--- config.mk ---
export PLATFORM = sky130hd
export DESIGN_NAME = mem_arbiter_flat
export DESIGN_NICKNAME = d
export VERILOG_FILES = /design/src/rtl/mem_arb_pkg.sv /design/src/rtl/mem_arbiter_if.sv /design/src/rtl/rr_arbiter2.sv /design/src/rtl/mem_arbiter.sv /design/src/flat_wrapper.sv
export SDC_FILE = /design/constraint.sdc
export NUM_CORES = 1
export LEC_CHECK = 0
export CAP_MARGIN = 30
export CORE_MARGIN = 2
export CORE_UTILIZATION = 40
export DETAILED_ROUTE_END_ITERATION = 8
export PLACE_DENSITY = 0.78
export SLEW_MARGIN = 40
export SYNTH_ARGS = -nofsm -noshare
export SYNTH_HDL_FRONTEND = slang
export SYNTH_SLANG_ARGS = --single-unit
export TNS_END_PERCENT = 1
--- constraint.sdc ---
create_clock -name clk -period 2.2 [get_ports clk]
set_input_delay 0.55 -clock clk [delete_from_list [all_inputs] [get_ports clk]]
set_output_delay 0.55 -clock clk [all_outputs]
set_load 0.02 [all_outputs]
--- src/rtl/mem_arb_pkg.sv ---
// mem_arb_pkg: shared definitions for the two-requester memory arbiter.
//   - FSM state encoding (2-bit): IDLE=0, ACCESS=1, WAIT=2, DONE=3
//   - default data/address widths
//   - rr_pick(): 2-way round-robin selection rule
package mem_arb_pkg;

  localparam int unsigned DEF_DATA_WIDTH = 16;
  localparam int unsigned DEF_ADDR_WIDTH = 16;

  typedef enum logic [1:0] {
    IDLE   = 2'd0,
    ACCESS = 2'd1,
    WAIT   = 2'd2,
    DONE   = 2'd3
  } arb_state_t;

  // A sole requester always wins; on a tie the requester that did not win
  // last time is chosen. With no request the result is irrelevant.
  function automatic logic rr_pick(input logic [1:0] req, input logic last_grant);
    logic pick;
    case (req)
      2'b01:   pick = 1'b0;
      2'b10:   pick = 1'b1;
      2'b11:   pick = ~last_grant;
      default: pick = last_grant;
    endcase
    return pick;
  endfunction

endpackage

--- src/rtl/mem_arbiter_if.sv ---
// mem_arbiter_if: bundle of the requester handshakes and memory port A.
//   r0_*/r1_*  : requester request/we/addr/wdata in, ack/rdata out
//   mem_*      : synchronous RAM port A (addr/wdata/we out, rdata in)
//   busy, gnt  : arbiter status
// Modports:
//   slave  - the arbiter side (mem_arbiter)
//   master - the requester/memory environment side
interface mem_arbiter_if
  import mem_arb_pkg::*;
#(
  parameter int unsigned DATA_WIDTH = DEF_DATA_WIDTH,
  parameter int unsigned ADDR_WIDTH = DEF_ADDR_WIDTH
);

  logic                  r0_req;
  logic                  r0_we;
  logic [ADDR_WIDTH-1:0] r0_addr;
  logic [DATA_WIDTH-1:0] r0_wdata;
  logic                  r0_ack;
  logic [DATA_WIDTH-1:0] r0_rdata;

  logic                  r1_req;
  logic                  r1_we;
  logic [ADDR_WIDTH-1:0] r1_addr;
  logic [DATA_WIDTH-1:0] r1_wdata;
  logic                  r1_ack;
  logic [DATA_WIDTH-1:0] r1_rdata;

  logic [ADDR_WIDTH-1:0] mem_addr;
  logic [DATA_WIDTH-1:0] mem_wdata;
  logic                  mem_we;
  logic [DATA_WIDTH-1:0] mem_rdata;

  logic                  busy;
  logic                  gnt;

  modport slave (
    input  r0_req, r0_we, r0_addr, r0_wdata,
    input  r1_req, r1_we, r1_addr, r1_wdata,
    input  mem_rdata,
    output r0_ack, r0_rdata, r1_ack, r1_rdata,
    output mem_addr, mem_wdata, mem_we,
    output busy, gnt
  );

  modport master (
    output r0_req, r0_we, r0_addr, r0_wdata,
    output r1_req, r1_we, r1_addr, r1_wdata,
    output mem_rdata,
    input  r0_ack, r0_rdata, r1_ack, r1_rdata,
    input  mem_addr, mem_wdata, mem_we,
    input  busy, gnt
  );

endinterface

--- src/rtl/rr_arbiter2.sv ---
// rr_arbiter2: 2-way round-robin pick with its last-grant register.
//   clk, rst : clock, synchronous active-high reset (last_grant -> 1)
//   en       : a grant is being taken this cycle; updates last_grant
//   req      : {r1_req, r0_req}
//   pick     : selected requester index (combinational)
module rr_arbiter2
  import mem_arb_pkg::*;
(
  input  logic       clk,
  input  logic       rst,
  input  logic       en,
  input  logic [1:0] req,
  output logic       pick
);

  logic last_grant;

  // Resetting to 1 makes the first tie after reset go to requester 0.
  assign pick = rr_pick(req, last_grant);

  always_ff @(posedge clk) begin
    if (rst) begin
      last_grant <= 1'b1;
    end else if (en) begin
      last_grant <= pick;
    end
  end

endmodule

--- src/rtl/mem_arbiter.sv ---
// mem_arbiter: serialises two requesters onto port A of a synchronous RAM.
//   clk  : single clock, all state changes on posedge
//   rst  : synchronous active-high reset
//   bus  : mem_arbiter_if.slave (requester handshakes, RAM port A, busy/gnt)
// Each access runs IDLE -> ACCESS -> WAIT -> DONE -> IDLE. The request
// fields are captured at the grant edge, so later changes on the requester
// side do not disturb the access in flight. All outputs are registered.
module mem_arbiter
  import mem_arb_pkg::*;
#(
  parameter int unsigned DATA_WIDTH = DEF_DATA_WIDTH,
  parameter int unsigned ADDR_WIDTH = DEF_ADDR_WIDTH
)(
  input logic           clk,
  input logic           rst,
  mem_arbiter_if.slave  bus
);

  arb_state_t            state;
  logic [1:0]            req_vec;
  logic                  grant_en;
  logic                  pick;

  logic                  sel_we;
  logic [ADDR_WIDTH-1:0] sel_addr;
  logic [DATA_WIDTH-1:0] sel_wdata;

  logic                  lat_we;
  logic                  gnt_q;
  logic                  busy_q;
  logic                  ack0_q;
  logic                  ack1_q;
  logic [DATA_WIDTH-1:0] rdata0_q;
  logic [DATA_WIDTH-1:0] rdata1_q;
  logic [ADDR_WIDTH-1:0] mem_addr_q;
  logic [DATA_WIDTH-1:0] mem_wdata_q;
  logic                  mem_we_q;

  assign req_vec  = {bus.r1_req, bus.r0_req};
  assign grant_en = (state == IDLE) && (|req_vec);

  rr_arbiter2 u_rr (
    .clk  (clk),
    .rst  (rst),
    .en   (grant_en),
    .req  (req_vec),
    .pick (pick)
  );

  always_comb begin
    sel_we    = bus.r0_we;
    sel_addr  = bus.r0_addr;
    sel_wdata = bus.r0_wdata;
    if (pick) begin
      sel_we    = bus.r1_we;
      sel_addr  = bus.r1_addr;
      sel_wdata = bus.r1_wdata;
    end
  end

  // mem_addr/mem_wdata double as the latched request fields; only the
  // read/write flag needs a separate copy because mem_we drops after ACCESS.
  always_ff @(posedge clk) begin
    if (rst) begin
      state       <= IDLE;
      lat_we      <= 1'b0;
      gnt_q       <= 1'b0;
      busy_q      <= 1'b0;
      ack0_q      <= 1'b0;
      ack1_q      <= 1'b0;
      rdata0_q    <= '0;
      rdata1_q    <= '0;
      mem_addr_q  <= '0;
      mem_wdata_q <= '0;
      mem_we_q    <= 1'b0;
    end else begin
      case (state)
        IDLE: begin
          if (grant_en) begin
            lat_we      <= sel_we;
            mem_we_q    <= sel_we;
            mem_addr_q  <= sel_addr;
            mem_wdata_q <= sel_wdata;
            gnt_q       <= pick;
            busy_q      <= 1'b1;
            state       <= ACCESS;
          end
        end
        ACCESS: begin
          mem_we_q <= 1'b0;
          state    <= WAIT;
        end
        WAIT: begin
          // RAM data registered on the ACCESS->WAIT edge is valid now.
          if (!lat_we) begin
            if (gnt_q) begin
              rdata1_q <= bus.mem_rdata;
            end else begin
              rdata0_q <= bus.mem_rdata;
            end
          end
          ack0_q <= ~gnt_q;
          ack1_q <= gnt_q;
          state  <= DONE;
        end
        DONE: begin
          ack0_q <= 1'b0;
          ack1_q <= 1'b0;
          busy_q <= 1'b0;
          state  <= IDLE;
        end
        default: begin
          state <= IDLE;
        end
      endcase
    end
  end

  assign bus.r0_ack    = ack0_q;
  assign bus.r1_ack    = ack1_q;
  assign bus.r0_rdata  = rdata0_q;
  assign bus.r1_rdata  = rdata1_q;
  assign bus.mem_addr  = mem_addr_q;
  assign bus.mem_wdata = mem_wdata_q;
  assign bus.mem_we    = mem_we_q;
  assign bus.busy      = busy_q;
  assign bus.gnt       = gnt_q;

endmodule

--- src/flat_wrapper.sv ---
// flat-port wrapper written by rule: the top's interface ports become plain ports
module mem_arbiter_flat import mem_arb_pkg::*;
#(
  parameter int unsigned DATA_WIDTH = DEF_DATA_WIDTH,
  parameter int unsigned ADDR_WIDTH = DEF_ADDR_WIDTH
)
  (clk, rst, bus_r0_req, bus_r0_we, bus_r0_addr, bus_r0_wdata, bus_r1_req, bus_r1_we, bus_r1_addr, bus_r1_wdata, bus_mem_rdata, bus_r0_ack, bus_r0_rdata, bus_r1_ack, bus_r1_rdata, bus_mem_addr, bus_mem_wdata, bus_mem_we, bus_busy, bus_gnt);
  mem_arbiter_if #(.DATA_WIDTH(DATA_WIDTH), .ADDR_WIDTH(ADDR_WIDTH)) bus_i ();
  input logic clk;
  input logic rst;
  input wire logic [$bits(bus_i.r0_req)-1:0] bus_r0_req;
  input wire logic [$bits(bus_i.r0_we)-1:0] bus_r0_we;
  input wire logic [$bits(bus_i.r0_addr)-1:0] bus_r0_addr;
  input wire logic [$bits(bus_i.r0_wdata)-1:0] bus_r0_wdata;
  input wire logic [$bits(bus_i.r1_req)-1:0] bus_r1_req;
  input wire logic [$bits(bus_i.r1_we)-1:0] bus_r1_we;
  input wire logic [$bits(bus_i.r1_addr)-1:0] bus_r1_addr;
  input wire logic [$bits(bus_i.r1_wdata)-1:0] bus_r1_wdata;
  input wire logic [$bits(bus_i.mem_rdata)-1:0] bus_mem_rdata;
  output wire logic [$bits(bus_i.r0_ack)-1:0] bus_r0_ack;
  output wire logic [$bits(bus_i.r0_rdata)-1:0] bus_r0_rdata;
  output wire logic [$bits(bus_i.r1_ack)-1:0] bus_r1_ack;
  output wire logic [$bits(bus_i.r1_rdata)-1:0] bus_r1_rdata;
  output wire logic [$bits(bus_i.mem_addr)-1:0] bus_mem_addr;
  output wire logic [$bits(bus_i.mem_wdata)-1:0] bus_mem_wdata;
  output wire logic [$bits(bus_i.mem_we)-1:0] bus_mem_we;
  output wire logic [$bits(bus_i.busy)-1:0] bus_busy;
  output wire logic [$bits(bus_i.gnt)-1:0] bus_gnt;
  assign bus_i.r0_req = bus_r0_req;
  assign bus_i.r0_we = bus_r0_we;
  assign bus_i.r0_addr = bus_r0_addr;
  assign bus_i.r0_wdata = bus_r0_wdata;
  assign bus_i.r1_req = bus_r1_req;
  assign bus_i.r1_we = bus_r1_we;
  assign bus_i.r1_addr = bus_r1_addr;
  assign bus_i.r1_wdata = bus_r1_wdata;
  assign bus_i.mem_rdata = bus_mem_rdata;
  assign bus_r0_ack = bus_i.r0_ack;
  assign bus_r0_rdata = bus_i.r0_rdata;
  assign bus_r1_ack = bus_i.r1_ack;
  assign bus_r1_rdata = bus_i.r1_rdata;
  assign bus_mem_addr = bus_i.mem_addr;
  assign bus_mem_wdata = bus_i.mem_wdata;
  assign bus_mem_we = bus_i.mem_we;
  assign bus_busy = bus_i.busy;
  assign bus_gnt = bus_i.gnt;
  mem_arbiter #(.DATA_WIDTH(DATA_WIDTH), .ADDR_WIDTH(ADDR_WIDTH)) u_core (.clk(clk), .rst(rst), .bus(bus_i));
endmodule
==> results of run 1 <==
[logic make-up (layout without fill, tap and decap cells)]
| family | count (synthesis) | after routing | share of synthesized area, % |
|---|---|---|---|
| flops | 73 | 73 | 45.84 |
| fa+ha+maj | 5 | 5 | 1.962 |
| mux | 3 | 3 | 0.9420 |
| buf+inv | 42 | 184 | 7.535 |
| simple gates | 151 | 151 | 21.82 |
| compound gates | 104 | 104 | 21.90 |
[layer usage]
metal | track usage [%] | share of wire (%) | vias to the layer above
li1 | - | - | 1595
met3 | 7.494 | 10 | 18
met1 | 24.19 | 40 | 1498
met2 | 34.65 | 47 | 143
met5 | 0 | 0 | -
met4 | 9.436 | 2.5 | 0
[power by group through the flow]
stage          combinational (uW)  sequential (uW)  clock (uW)
6_report                     2540             1900        1190
4_1_cts                      2560             1910        1210
3_5_place_dp                 2540             1930           0
2_1_floorplan                1150             2280           0
5_1_grt                      2770             1950        1270
3_3_place_gp                 2500             1920           0
[path summary, 6_finish.rpt]
path | start | end | slack (ps) | cells past startpoint
min | u_core.bus.r1_rdata[8] | u_core.bus.r1_rdata[8] | 460 | 2
max reg2reg | u_core.state[0] | u_core.bus.r0_rdata[11] | 340 | 5
min reg2reg | u_core.bus.r1_rdata[8] | u_core.bus.r1_rdata[8] | 460 | 2
max | u_core.bus.gnt | bus_gnt | 150 | 1
[layout by cell type (no fill, tap or decap), types with 4 or more instances in the layout]
master	instances
a21oi_1	22
a21oi_2	10
a311oi_1	34
buf_12	6
buf_4	4
clkbuf_8	11
clkdlybuf4s50_1	153
dfxtp_1	73
ha_1	5
inv_1	4
nand2_1	54
nand2_2	10
nand3_1	33
nor2_1	39
o21ai_0	33
[final cells by class]
cell class	instances	area [um2]
fillers	646	2720
repair buffers	164	1687
multi-input cells	263	1488
flip-flops and latches	73	1461
clock buffers	11	151.4
well taps	102	127.6
clock inverters	5	77.57
inverters	4	15.01
[through the flow]
| stage | TNS [ps] | cells | utilization (%) | hold slack, ps | total power [uW] |
|---|---|---|---|---|---|
| finish | 0 | 622 | 64.80 | 456.0 | 5627 |
| global route | 0 | 622 | 64.80 | 479.0 | 5994 |
| CTS | 0 | 622 | 64.80 | 458.5 | 5673 |
| detailed placement | -2.894 | 606 | 61.84 | 448.1 | 4471 |
| global placement | 0 | 606 | 61.84 | 442.7 | 4423 |
| floorplan | 0 | 378 | - | 508.5 | 3426 |
[state kept, by name, summed over array words and instances, names as in the netlist, 2 cells and up]
register,cells
u_core.state,2
u_core.bus.mem_wdata,16
u_core.bus.r1_rdata,16
u_core.bus.mem_addr,16
u_core.bus.r0_rdata,16
[synthesized netlist by cell type, types with 2 or more instances]
library cell	n	share of area [%]
a211oi_1	3	0.71
a21oi_1	22	3.5
a21oi_2	10	2.7
a311oi_1	34	9.3
buf_2	13	2.0
buf_4	8	1.9
buf_6	2	0.71
clkbuf_1	9	1.1
clkbuf_2	4	0.63
dfxtp_1	73	46
ha_1	5	2.0
inv_1	4	0.47
mux2i_1	3	0.94
nand2_1	54	6.4
nand2_2	10	2.0
nand2b_1	2	0.39
nand3_1	33	5.2
nor2_1	39	4.6
nor3_1	3	0.47
o21ai_0	33	5.2
[worst register-to-register path: cells and delay by family, from the launching register on]
kind,cells,cell delay (ps)
and+or+nand+nor,2,910
DFF,1,340
adders and majority gates,1,310
buffers and inverters,1,110
AOI/OAI and AO/OA,1,70
==> impl_metrics.py, run 1 <==
metrics = {
    "sta": {
        "min_period_ps": 2053,
        "finalHoldViolCount": 0,
        "fmax_mhz": 487.1,
        "worstMarginPinSlew_ps": 760.2,
        "maxSlewHeadroom_pct": 49.32,
        "drv_slew": 0,
        "worst_slack_ps": 147.0,
        "rsz0062_at_grt": "no",
        "fin_worst_skew_ps": 10.90,
        "period_share_pct": 93.32,
        "setup_viol": 0,
    },
    "grt": {
        "antenna_found_initial": 0,
        "overflow": 0,
        "grt_usage_pct": 20.93,
        "grt_pass1_vias": 3191,
        "grt_max_degree": 74,
        "grt_pass1_wl_mm": 14.49,
    },
    "pwr": {
        "switching_power_uw": 2061,
        "switching_share_pct": 36.63,
        "pwr-share-clk_pct": 21.1,
        "combPwrFrac_pct": 45.1,
        "power_density_nw_per_um2": 1124,
        "p_int_uw": 3566,
        "total_leakage_power_uw": 0.001772,
        "pwr-share-seq_pct": 33.8,
        "peakVddDrop_mv": 0.6452,
    },
    "worst_setup_path": {
        "arrival_ps": 1500,
        "crit_path_start_kind": "flop",
        "critPathMaxFanout": 8,
        "cp_slowest_stage_delay_ps": 670,
        "crit_path_cell_trace": "clkdlybuf4s50_1",
        "required_ps": 1650,
        "cp_slowest_cell": "clkdlybuf4s50_1",
        "crit_family": "buffers and inverters",
        "critical_path_buf_inv_count": 1,
        "end_kind": "output pin",
        "critical_path_class": "flop to output pin",
    },
    "clocking": {
        "cts_made_buffers": 9,
        "cts_setup_buffers": 0,
        "cts_tree": "built",
        "clk_latency_ps": 350,
        "clkSlewWorstSetupHoldPaths_ps": 70,
        "clockRootBuffer": "clkbuf_8",
        "clock_sinks": 73,
        "cts_hold_buffers": 0,
        "htreeDepth": 3,
        "post_cts_resized": 0,
        "cts_buffer_depth": 2,
    },
    "synth": {
        "ys.flop_type": "dfxtp_1",
        "yosys_warnings": 0,
        "avgSynthCellArea_um2": 8.434,
        "ys_seq_elements": 73,
        "synth-async-reset-ratio_pct": 0,
        "synthDistinctLibCells": 34,
        "synth-edff-count": 0,
        "synthCells": 378,
        "ys_seq_area_share_pct": 45.84,
        "netlist_area_um2": 3188,
        "synth_nets": 469,
    },
    "cells_and_area": {
        "drive_above_1_share_pct": 9.808,
        "postLayoutCellArea_um2": 5007,
        "num_antenna_cells": 0,
        "nNetsFinal": 606,
        "area_growth_pct": 57.06,
    },
    "placement": {
        "place_hpwl_mm": 6.465,
        "portBuffers": 154,
        "postPlaceCellArea_um2": 4778,
        "pre_cts_ws_ps": -2.703,
        "globalplace.congestion": 0.7413,
    },
    "drt": {
        "drt-total-wl_mm": 9.038,
        "drtIter0Drc": 131,
        "firstDrtPassIters": 4,
        "vias": 3254,
        "wire_per_inst_um": 14.53,
        "via_per_inst": 5.232,
        "drtAntennaViolNets": 0,
        "post-route-drc-count": 0,
    },
    "floorplan": {
        "start_util_pct": 41.26,
        "core.rowCount": 32,
        "ioPinCount": 155,
        "core-area_um2": 7727,
        "die_h_um": 93.28,
        "fp.dieW_um": 93.28,
        "die-area_um2": 8700,
    },
    "worst_hold_path": {
        "hold_class": "flop to flop",
    },
    "status": {
        "status": "complete, no violations",
    },
    "job": {
        "max-cap-violations": 0,
    },
}
Note: power is estimated with default switching activity, not from simulation.
==> run 2, diff against run 1 <==
--- a/config.mk
+++ b/config.mk
@@ -6,9 +6,12 @@
 export NUM_CORES = 1
 export LEC_CHECK = 0
 export CAP_MARGIN = 30
+export CELL_PAD_IN_SITES_DETAIL_PLACEMENT = 0
+export CELL_PAD_IN_SITES_GLOBAL_PLACEMENT = 1
 export CORE_MARGIN = 2
-export CORE_UTILIZATION = 40
+export CORE_UTILIZATION = 28
 export DETAILED_ROUTE_END_ITERATION = 8
+export HOLD_SLACK_MARGIN = 0.12
 export PLACE_DENSITY = 0.78
 export SLEW_MARGIN = 40
 export SYNTH_ARGS = -nofsm -noshare
==> impl_metrics.py, run 2 (same netlist as run 1, synthesis figures left out) <==
metrics = {
    "clocking": {
        "clock_sinks": 73,
        "htreeDepth": 3,
        "cts_hold_buffers": 0,
        "post_cts_resized": 0,
        "cts_buffer_depth": 2,
        "clk_latency_ps": 320,
        "cts_setup_buffers": 0,
        "cts_made_buffers": 9,
        "clkSlewWorstSetupHoldPaths_ps": 60,
        "clockRootBuffer": "clkbuf_16",
        "cts_tree": "built",
    },
    "worst_setup_path": {
        "end_kind": "flop",
        "cp_slowest_cell": "and2b_2",
        "crit_path_cell_trace": "clkdlybuf4s50_1 > and2b_2 > o21ai_0 > a311oi_1",
        "required_ps": 2420,
        "critical_path_class": "primary input to flop",
        "crit_path_start_kind": "primary input",
        "arrival_ps": 2130,
        "critical_path_buf_inv_count": 1,
        "cp_slowest_stage_delay_ps": 590,
        "critPathMaxFanout": 33,
        "crit_family": "simple AND/OR/NAND/NOR gates",
    },
    "drt": {
        "drtIter0Drc": 125,
        "wire_per_inst_um": 14.79,
        "drtAntennaViolNets": 0,
        "drt-total-wl_mm": 9.794,
        "post-route-drc-count": 0,
        "vias": 3223,
        "firstDrtPassIters": 4,
        "via_per_inst": 4.869,
    },
    "cells_and_area": {
        "n_fill_cell": 1058,
        "drive_above_1_share_pct": 9.962,
        "num_antenna_cells": 0,
        "instances_no_fill": 662,
        "nNetsFinal": 608,
        "layout_common_cells": "clkdlybuf4s50_1 (153), dfxtp_1 (73), nand2_1 (54)",
        "area_growth_pct": 62.17,
        "final_common_cell": "clkdlybuf4s50_1",
    },
    "grt": {
        "overflow": 0,
        "grt_usage_pct": 15.62,
        "grt_max_degree": 74,
        "antenna_found_initial": 0,
        "grt_pass1_wl_mm": 15.82,
        "grt_pass1_vias": 3192,
    },
    "pwr": {
        "power_density_nw_per_um2": 1182,
        "p_total_uw": 6112,
        "pwr-share-seq_pct": 31.0,
        "pwr-share-clk_pct": 27.5,
        "switching_share_pct": 35.05,
        "combPwrFrac_pct": 41.5,
        "peakVddDrop_mv": 0.5304,
        "p_int_uw": 3970,
        "total_leakage_power_uw": 0.001829,
        "switching_power_uw": 2142,
    },
    "placement": {
        "pre_cts_ws_ps": -28.25,
        "globalplace.congestion": 0.7279,
        "dp_cells": 646,
        "place_hpwl_mm": 6.785,
        "portBuffers": 154,
    },
    "worst_hold_path": {
        "hold_class": "flop to flop",
    },
    "floorplan": {
        "core-area_um2": 10980,
        "start_util_pct": 29.03,
        "core.rowCount": 38,
        "fp.dieW_um": 110.7,
        "ioPinCount": 155,
        "die_h_um": 110.7,
        "die-area_um2": 12260,
    },
    "sta": {
        "maxSlewHeadroom_pct": 65.12,
        "worst_slack_ps": 297.8,
        "fmax_mhz": 525.7,
        "drv_slew": 0,
        "worstMarginPinSlew_ps": 523.2,
        "rsz0062_at_grt": "no",
        "period_share_pct": 86.47,
        "finalHoldViolCount": 0,
        "fin_worst_skew_ps": 10.71,
        "whs_ps": 454.4,
        "setup_viol": 0,
        "min_period_ps": 1902,
    },
    "job": {
        "max-cap-violations": 0,
    },
    "status": {
        "status": "complete, no violations",
    },
}
[run 2: changes by cell type in the layout (fill, tap and decap cells not counted), sizes merged]
cell      delta
clkinvlp     -1
inv          +2
buf          +2
clkinv       -1
bufinv       +1
clkbuf       -1
[run 2: metal layers]
layer	routed length (um)	vias up	global-route usage (%)
li1	-	1607	-
met1	4256	1468	18.70
met2	4574	144	26.22
met3	908	4	6.124
met4	54	0	4.000
met5	0	-	0
[run 2: worst paths after layout]
path | depth (start not counted) | to | slack, ps | startpoint
worst max-delay path | 4 | u_core.bus.mem_we | 300 | bus_r0_req
worst min-delay path | 2 | u_core.bus.r1_rdata[11] | 450 | u_core.bus.r1_rdata[11]
worst max register to register | 6 | u_core.bus.r0_rdata[9] | 560 | u_core.state[0]
worst min register to register | 2 | u_core.bus.r1_rdata[11] | 450 | u_core.bus.r1_rdata[11]
[run 2: layout make-up]
| class | instances | area, um2 | area share, % |
|---|---|---|---|
| Sequential cell | 73 | 1461 | 28.27 |
| Timing Repair Buffer | 166 | 1689 | 32.67 |
| Inverter | 4 | 15.01 | 0.2904 |
| Multi-Input combinational cell | 263 | 1488 | 28.78 |
| Clock inverter | 6 | 112.6 | 2.178 |
| Tap cell | 140 | 175.2 | 3.388 |
| Clock buffer | 10 | 229.0 | 4.429 |
[run 2: metrics by stage]
stage               utilization (%)  setup TNS, ps  area [um2]
floorplan                         -              0        3188
global placement              43.96              0        4828
detailed placement            43.96         -103.5        4828
CTS                           47.07              0        5170
global route                  47.07              0        5170
finish                        47.07              0        5170
[run 2: tightest hold or removal path: cells and delay by family, from the launching register on]
family | cells | cell delay [ps]
flops | 1 | 310
simple gates | 1 | 50
compound gates | 1 | 50
[run 2: power groups by stage]
stage               Combinational, uW  Clock [uW]  Sequential [uW]
detailed placement               2560           0             1920
global route                     2740        1790             1940
CTS                              2570        1740             1900
floorplan                        1150           0             2280
global placement                 2540           0             1910
finish                           2540        1680             1890
==> run 3, diff against run 2 <==
--- a/config.mk
+++ b/config.mk
@@ -12,9 +12,10 @@
 export CORE_UTILIZATION = 28
 export DETAILED_ROUTE_END_ITERATION = 8
 export HOLD_SLACK_MARGIN = 0.12
-export PLACE_DENSITY = 0.78
+export PLACE_DENSITY = 0.79
 export SLEW_MARGIN = 40
 export SYNTH_ARGS = -nofsm -noshare
 export SYNTH_HDL_FRONTEND = slang
+export SYNTH_HIERARCHICAL = 1
 export SYNTH_SLANG_ARGS = --single-unit
 export TNS_END_PERCENT = 1
==> impl_metrics.py, run 3 <==
metrics = {
    "placement": {
        "globalplace.congestion": 0.7151,
        "pre_cts_ws_ps": 151.3,
        "place_hpwl_mm": 6.372,
        "portBuffers": 154,
    },
    "floorplan": {
        "die_h_um": 107.8,
        "die-area_um2": 11630,
        "core-area_um2": 10420,
        "core.rowCount": 37,
        "fp.dieW_um": 107.8,
        "ioPinCount": 155,
        "start_util_pct": 28.98,
    },
    "pwr": {
        "pwr-share-seq_pct": 34.3,
        "total_leakage_power_uw": 0.001871,
        "peakVddDrop_mv": 0.4319,
        "switching_power_uw": 1940,
        "combPwrFrac_pct": 43.5,
        "power_density_nw_per_um2": 1101,
        "pwr-share-clk_pct": 22.1,
        "p_int_uw": 3502,
        "switching_share_pct": 35.64,
    },
    "sta": {
        "min_period_ps": 2082,
        "maxSlewHeadroom_pct": 57.06,
        "worstMarginPinSlew_ps": 644.2,
        "whs_ps": 452.9,
        "fmax_mhz": 480.4,
        "drv_slew": 0,
        "worst_slack_ps": 118.3,
        "rsz0062_at_grt": "no",
        "finalHoldViolCount": 0,
        "tns_ps": 0,
        "fin_worst_skew_ps": 12.61,
        "setup_viol": 0,
        "period_share_pct": 94.62,
    },
    "clocking": {
        "clock_sinks": 73,
        "cts_buffer_depth": 2,
        "htreeDepth": 3,
        "clockRootBuffer": "clkbuf_8",
        "post_cts_resized": 0,
        "clk_latency_ps": 340,
        "clkSlewWorstSetupHoldPaths_ps": 70,
        "cts_setup_buffers": 0,
        "cts_tree": "built",
        "cts_made_buffers": 9,
        "cts_hold_buffers": 0,
    },
    "job": {
        "max-cap-violations": 0,
    },
    "drt": {
        "drtAntennaViolNets": 0,
        "post-route-drc-count": 0,
        "drtIter0Drc": 45,
        "wire_per_inst_um": 13.63,
        "vias": 2865,
        "firstDrtPassIters": 4,
        "drt-total-wl_mm": 8.546,
        "via_per_inst": 4.569,
    },
    "worst_setup_path": {
        "required_ps": 1650,
        "cp_slowest_stage_delay_ps": 690,
        "critPathMaxFanout": 8,
        "arrival_ps": 1530,
        "crit_path_cell_trace": "clkdlybuf4s50_1",
        "critical_path_class": "flop to output pin",
        "crit_path_start_kind": "flop",
        "critical_path_buf_inv_count": 1,
        "end_kind": "output pin",
        "crit_family": "buffers and inverters",
        "cp_slowest_cell": "clkdlybuf4s50_1",
    },
    "synth": {
        "synth_nets": 429,
        "synthCells": 337,
        "synthDistinctLibCells": 28,
        "synthTopCellsByArea": "dfxtp_1 (48%), mux2i_1 (12%), a211oi_1 (8.5%)",
        "avgSynthCellArea_um2": 8.959,
        "synth_top_area_share_pct": 48.40,
        "ys.flop_type": "dfxtp_1",
        "yosys_warnings": 6,
        "synth-edff-count": 0,
        "ys_seq_elements": 73,
        "synth_commonest_cells": "dfxtp_1 (73), nand2_1 (66), a21oi_1 (37), nor2_1 (37), mux2i_1 (36)",
        "yosys.area.top_type": "dfxtp_1",
        "ys_seq_area_share_pct": 48.40,
        "synth-async-reset-ratio_pct": 0,
        "yosysMostFrequentCell": "dfxtp_1",
        "netlist_area_um2": 3019,
    },
    "grt": {
        "grt_pass1_vias": 2788,
        "grt_pass1_wl_mm": 13.49,
        "grt_usage_pct": 14.69,
        "overflow": 0,
        "grt_max_degree": 30,
        "antenna_found_initial": 0,
    },
    "cells_and_area": {
        "num_antenna_cells": 0,
        "final_common_cell": "clkdlybuf4s50_1",
        "nNetsFinal": 578,
        "area_growth_pct": 63.74,
        "layout_common_cells": "clkdlybuf4s50_1 (153), dfxtp_1 (73), nand2_1 (66)",
        "n_fill_cell": 1029,
        "drive_above_1_share_pct": 7.128,
        "seq_area_um2": 1461,
        "multiInputGateArea_um2": 1404,
    },
    "status": {
        "status": "complete, no violations",
    },
    "worst_hold_path": {
        "hold_class": "flop to flop",
    },
}
-- run 3: cell types whose count changed after synthesis, moves of 9 or more --
cell / change
a211oi_1: +31
a21oi_1: +15
a21oi_2: -10
a311oi_1: -33
mux2i_1: +33
nand2_1: +12
nand2_2: -9
nand3_1: -32
o21ai_0: -33
-- run 3: kinds of logic after synthesis --
logic type      synth area share, %
simple gates                  16.12
compound gates                15.54
flops                         48.40
mux                           11.94
buf+inv                       5.511
fa+ha+maj                     2.486
-- run 3: power by group through the flow --
stage	sequential, uW	combinational [uW]	clock, uW
6_report	1870	2370	1200
5_1_grt	1920	2570	1300
4_1_cts	1880	2400	1250
3_5_place_dp	1900	2390	0
3_3_place_gp	1900	2360	0
2_1_floorplan	2240	993	0
-- run 3: area by class of cell --
cell class,count,share of cell area [%]
Multi-Input combinational cell,232,28.40
Sequential cell,73,29.56
Clock inverter,4,1.493
Tap cell,136,3.442
Clock buffer,12,3.138
Timing Repair Buffer,166,33.66
Inverter,4,0.3037
-- run 3: worst register-to-register path, stage by stage, from the launching register on --
cell	delay, ps
dfxtp_1	360
inv_1	120
ha_1	300
or3b_1	670
nand2_1	170
a21oi_1	80
-- run 3: worst paths after layout --
check	slack (ps)	from	cells past startpoint	endpoint
setup / recovery	120	u_core/bus.gnt	1	bus_gnt
hold / removal	450	u_core/bus.r0_ack	2	u_core/bus.r0_ack
setup reg to reg	370	u_core/state[0]	5	u_core/bus.r0_rdata[10]
hold reg to reg	450	u_core/bus.r0_ack	2	u_core/bus.r0_ack
-- run 3: per-stage QoR --
stage,cell area (um2),cells,utilization [%],power (uW)
4_1_cts,4943,627,47.46,5527
3_5_place_dp,4715,611,45.26,4290
6_report,4943,627,47.46,5442
3_3_place_gp,4715,611,45.26,4256
5_1_grt,4943,627,47.46,5782
2_1_floorplan,3019,337,-,3230
-- run 3: routing by layer --
metal,wire length (um),vias to the layer above,track usage [%]
met5,0,-,0
met3,990,10,6.114
met1,3646,1272,17.29
met2,3820,132,23.81
li1,-,1451,-
met4,89,0,5.495
==> RTL edit: new RTL, flow settings as in run 1 <==
Re-encode `arb_state_t` (4 states) as one-hot, 4 bits wide.
--- a/src/rtl/mem_arb_pkg.sv
+++ b/src/rtl/mem_arb_pkg.sv
@@ -7,11 +7,11 @@
   localparam int unsigned DEF_DATA_WIDTH = 16;
   localparam int unsigned DEF_ADDR_WIDTH = 16;
 
-  typedef enum logic [1:0] {
-    IDLE   = 2'd0,
-    ACCESS = 2'd1,
-    WAIT   = 2'd2,
-    DONE   = 2'd3
+  typedef enum logic [3:0] {
+    IDLE   = 4'b0001,
+    ACCESS = 4'b0010,
+    WAIT   = 4'b0100,
+    DONE   = 4'b1000
   } arb_state_t;
 
   // A sole requester always wins; on a tie the requester that did not win
Behaviour: no difference found for any inputs over 4 cycles, from zero or initial values and one cycle with rst high; so few cycles prove little.
==> RTL edit against run 1 <==
Sequential cell count increased by 2; fmax decreased by 1.8%; final area decreased by 2.7%; largest cell class unchanged; setup slack got worse by 37 ps; routed wire length decreased by 4.9%; global-route usage decreased by 0.69 points; synthesized area decreased by 5.7%; synthesized cell count decreased by 2.9%; highest routed layer unchanged.
Power is not compared: it rests on default switching activity, and its combinational part moved more than twofold at a synthesized area within 25%.
==> RTL edit: results (changes against run 1) <==
outcome - completed (unchanged)
largest net degree at the start of global routing - 42 (was 74)
count of cell types in the netlist - 28 (was 34)
hold path endpoint - u_core.bus.r1_rdata[11]$_SDFFE_PP0P_ (was u_core.bus.r1_rdata[8]$_SDFFE_PP0P_)
dpl hpwl - 6373 um (was 6465 um)
Synth top cells by count - nand2_1 (121), dfxtp_1 (75), nor2_1 (42), a311oi_1 (32), a21oi_1 (27) (was dfxtp_1 (73), nand2_1 (54), nor2_1 (39), a311oi_1 (34))
Synthesized Nets - 453 (was 469)
Worst Tran Pin Value - 618.7 ps (was 760.2 ps)
average size of a mapped cell - 8.189 um^2 (was 8.434 um^2)
share of post-route cells with drive strength above 1 - 10.40% (was 9.808%)
Hold Startpoint - u_core.bus.r1_rdata[11]$_SDFFE_PP0P_ (was u_core.bus.r1_rdata[8]$_SDFFE_PP0P_)
detailed-route wire length per cell - 13.90 um (was 14.53 um)
vias in the first global route - 2893 (was 3191)
Initial DRC Count - 66 (was 131)
DRT Wirelength - 8592 um (was 9038 um)
GRT Resource Usage Total - 20.24% (was 20.93%)
M2 GR Usage - 34.14% (was 34.65%)
Critical Path Slowest Stage Cell - clkdlybuf4s50_1 (unchanged)
sequential fraction of the synthesis area - 49.96% (was 45.84%)
Worst R2R End - u_core.bus.mem_wdata[1]$_SDFFE_PP0P_ (was u_core.bus.r0_rdata[11]$_SDFFE_PP0P_)
worst hold margin - 456.3 ps (was 456.0 ps)
Via density - 5.002 (was 5.232)
reg2reg start - u_core.state[3]$_SDFFE_PP0P_ (was u_core.state[0]$_SDFFE_PP0P_)
first-pass GRT wire length - 13540 um (was 14490 um)
largest cells by area after synthesis - dfxtp_1 (50%), nand2_1 (15%), a311oi_1 (9.3%), nor2_1 (5.2%), a21oi_1 (4.5%) (was dfxtp_1 (46%), a311oi_1 (9.3%), nand2_1 (6.4%), nand3_1 (5.2%), o21ai_0 (5.2%))
skew final - 11.21 ps (was 10.90 ps)
placed inst area - 4662 um^2 (was 4778 um^2)
met1 Use GR - 23.35% (was 24.19%)
## RTL edit: cell types whose count changed after synthesis, sizes merged, moves of 5 or more
cell | before | now
a21oi | 32 | 37
buf | 25 | 9
clkbuf | 13 | 20
ha | 5 | 0
nand2 | 64 | 131
nand3 | 33 | 0
o21ai | 33 | 4
## RTL edit: through the flow
stage          util [%]  setup slack [ps]
6_report          67.17             109.7
5_1_grt           67.17             44.42
4_1_cts           67.17             79.95
3_5_place_dp      64.27             162.5
3_3_place_gp      64.27             254.9
2_1_floorplan         -             387.7
## RTL edit: final cells by class
type / instances / share of cell area, %
clock inverters: 6 / 1.489
flip-flops and latches: 75 / 30.82
repair buffers: 165 / 34.26
multi-input cells: 263 / 28.07
clock buffers: 10 / 2.825
well taps: 99 / 2.542
## RTL edit: worst max path at each step
stage,from,to,slack (ps),depth (start not counted)
2_1_floorplan,u_core.state[0]$_SDFFE_PP1P_,u_core.bus.r0_rdata[10]$_SDFFE_PP0P_,390,7
3_3_place_gp,bus_r0_req,u_core.bus.mem_addr[14]$_SDFFE_PP0P_,250,6
3_5_place_dp,bus_r0_req,u_core.bus.mem_wdata[1]$_SDFFE_PP0P_,160,6
4_1_cts,u_core.bus.gnt$_SDFFE_PP0P_,bus_gnt,80,1
5_1_grt,u_core.bus.gnt$_SDFFE_PP0P_,bus_gnt,40,1
6_report,u_core.bus.gnt$_SDFFE_PP0P_,bus_gnt,110,1
## RTL edit: cell families (layout without fill, tap and decap cells)
group	Yosys count	count (layout)	share of synthesized area, %
flip-flops	75	75	49.96
AND/OR/NAND/NOR	185	185	26.40
multiplexers	1	1	0.3331
buffers and inverters	29	181	4.913
AO/OA/AOI/OAI	77	77	18.40
## RTL edit: per-layer routing
layer  wire length (um)  vias to the layer above  share of wire, %
li1                   -                     1538                 -
met1               3579                     1417                42
met2               4145                      125                48
met3                757                       11               8.8
met4                109                        0               1.3
met5                  0                        -                 0
## RTL edit: power by group through the flow
stage	Sequential, uW	Combinational (uW)	Clock [uW]
floorplan	1730	364	0
global placement	1590	1000	0
finish	1570	1020	1090
global route	1590	1090	1160
detailed placement	1600	1020	0
CTS	1570	1020	1120
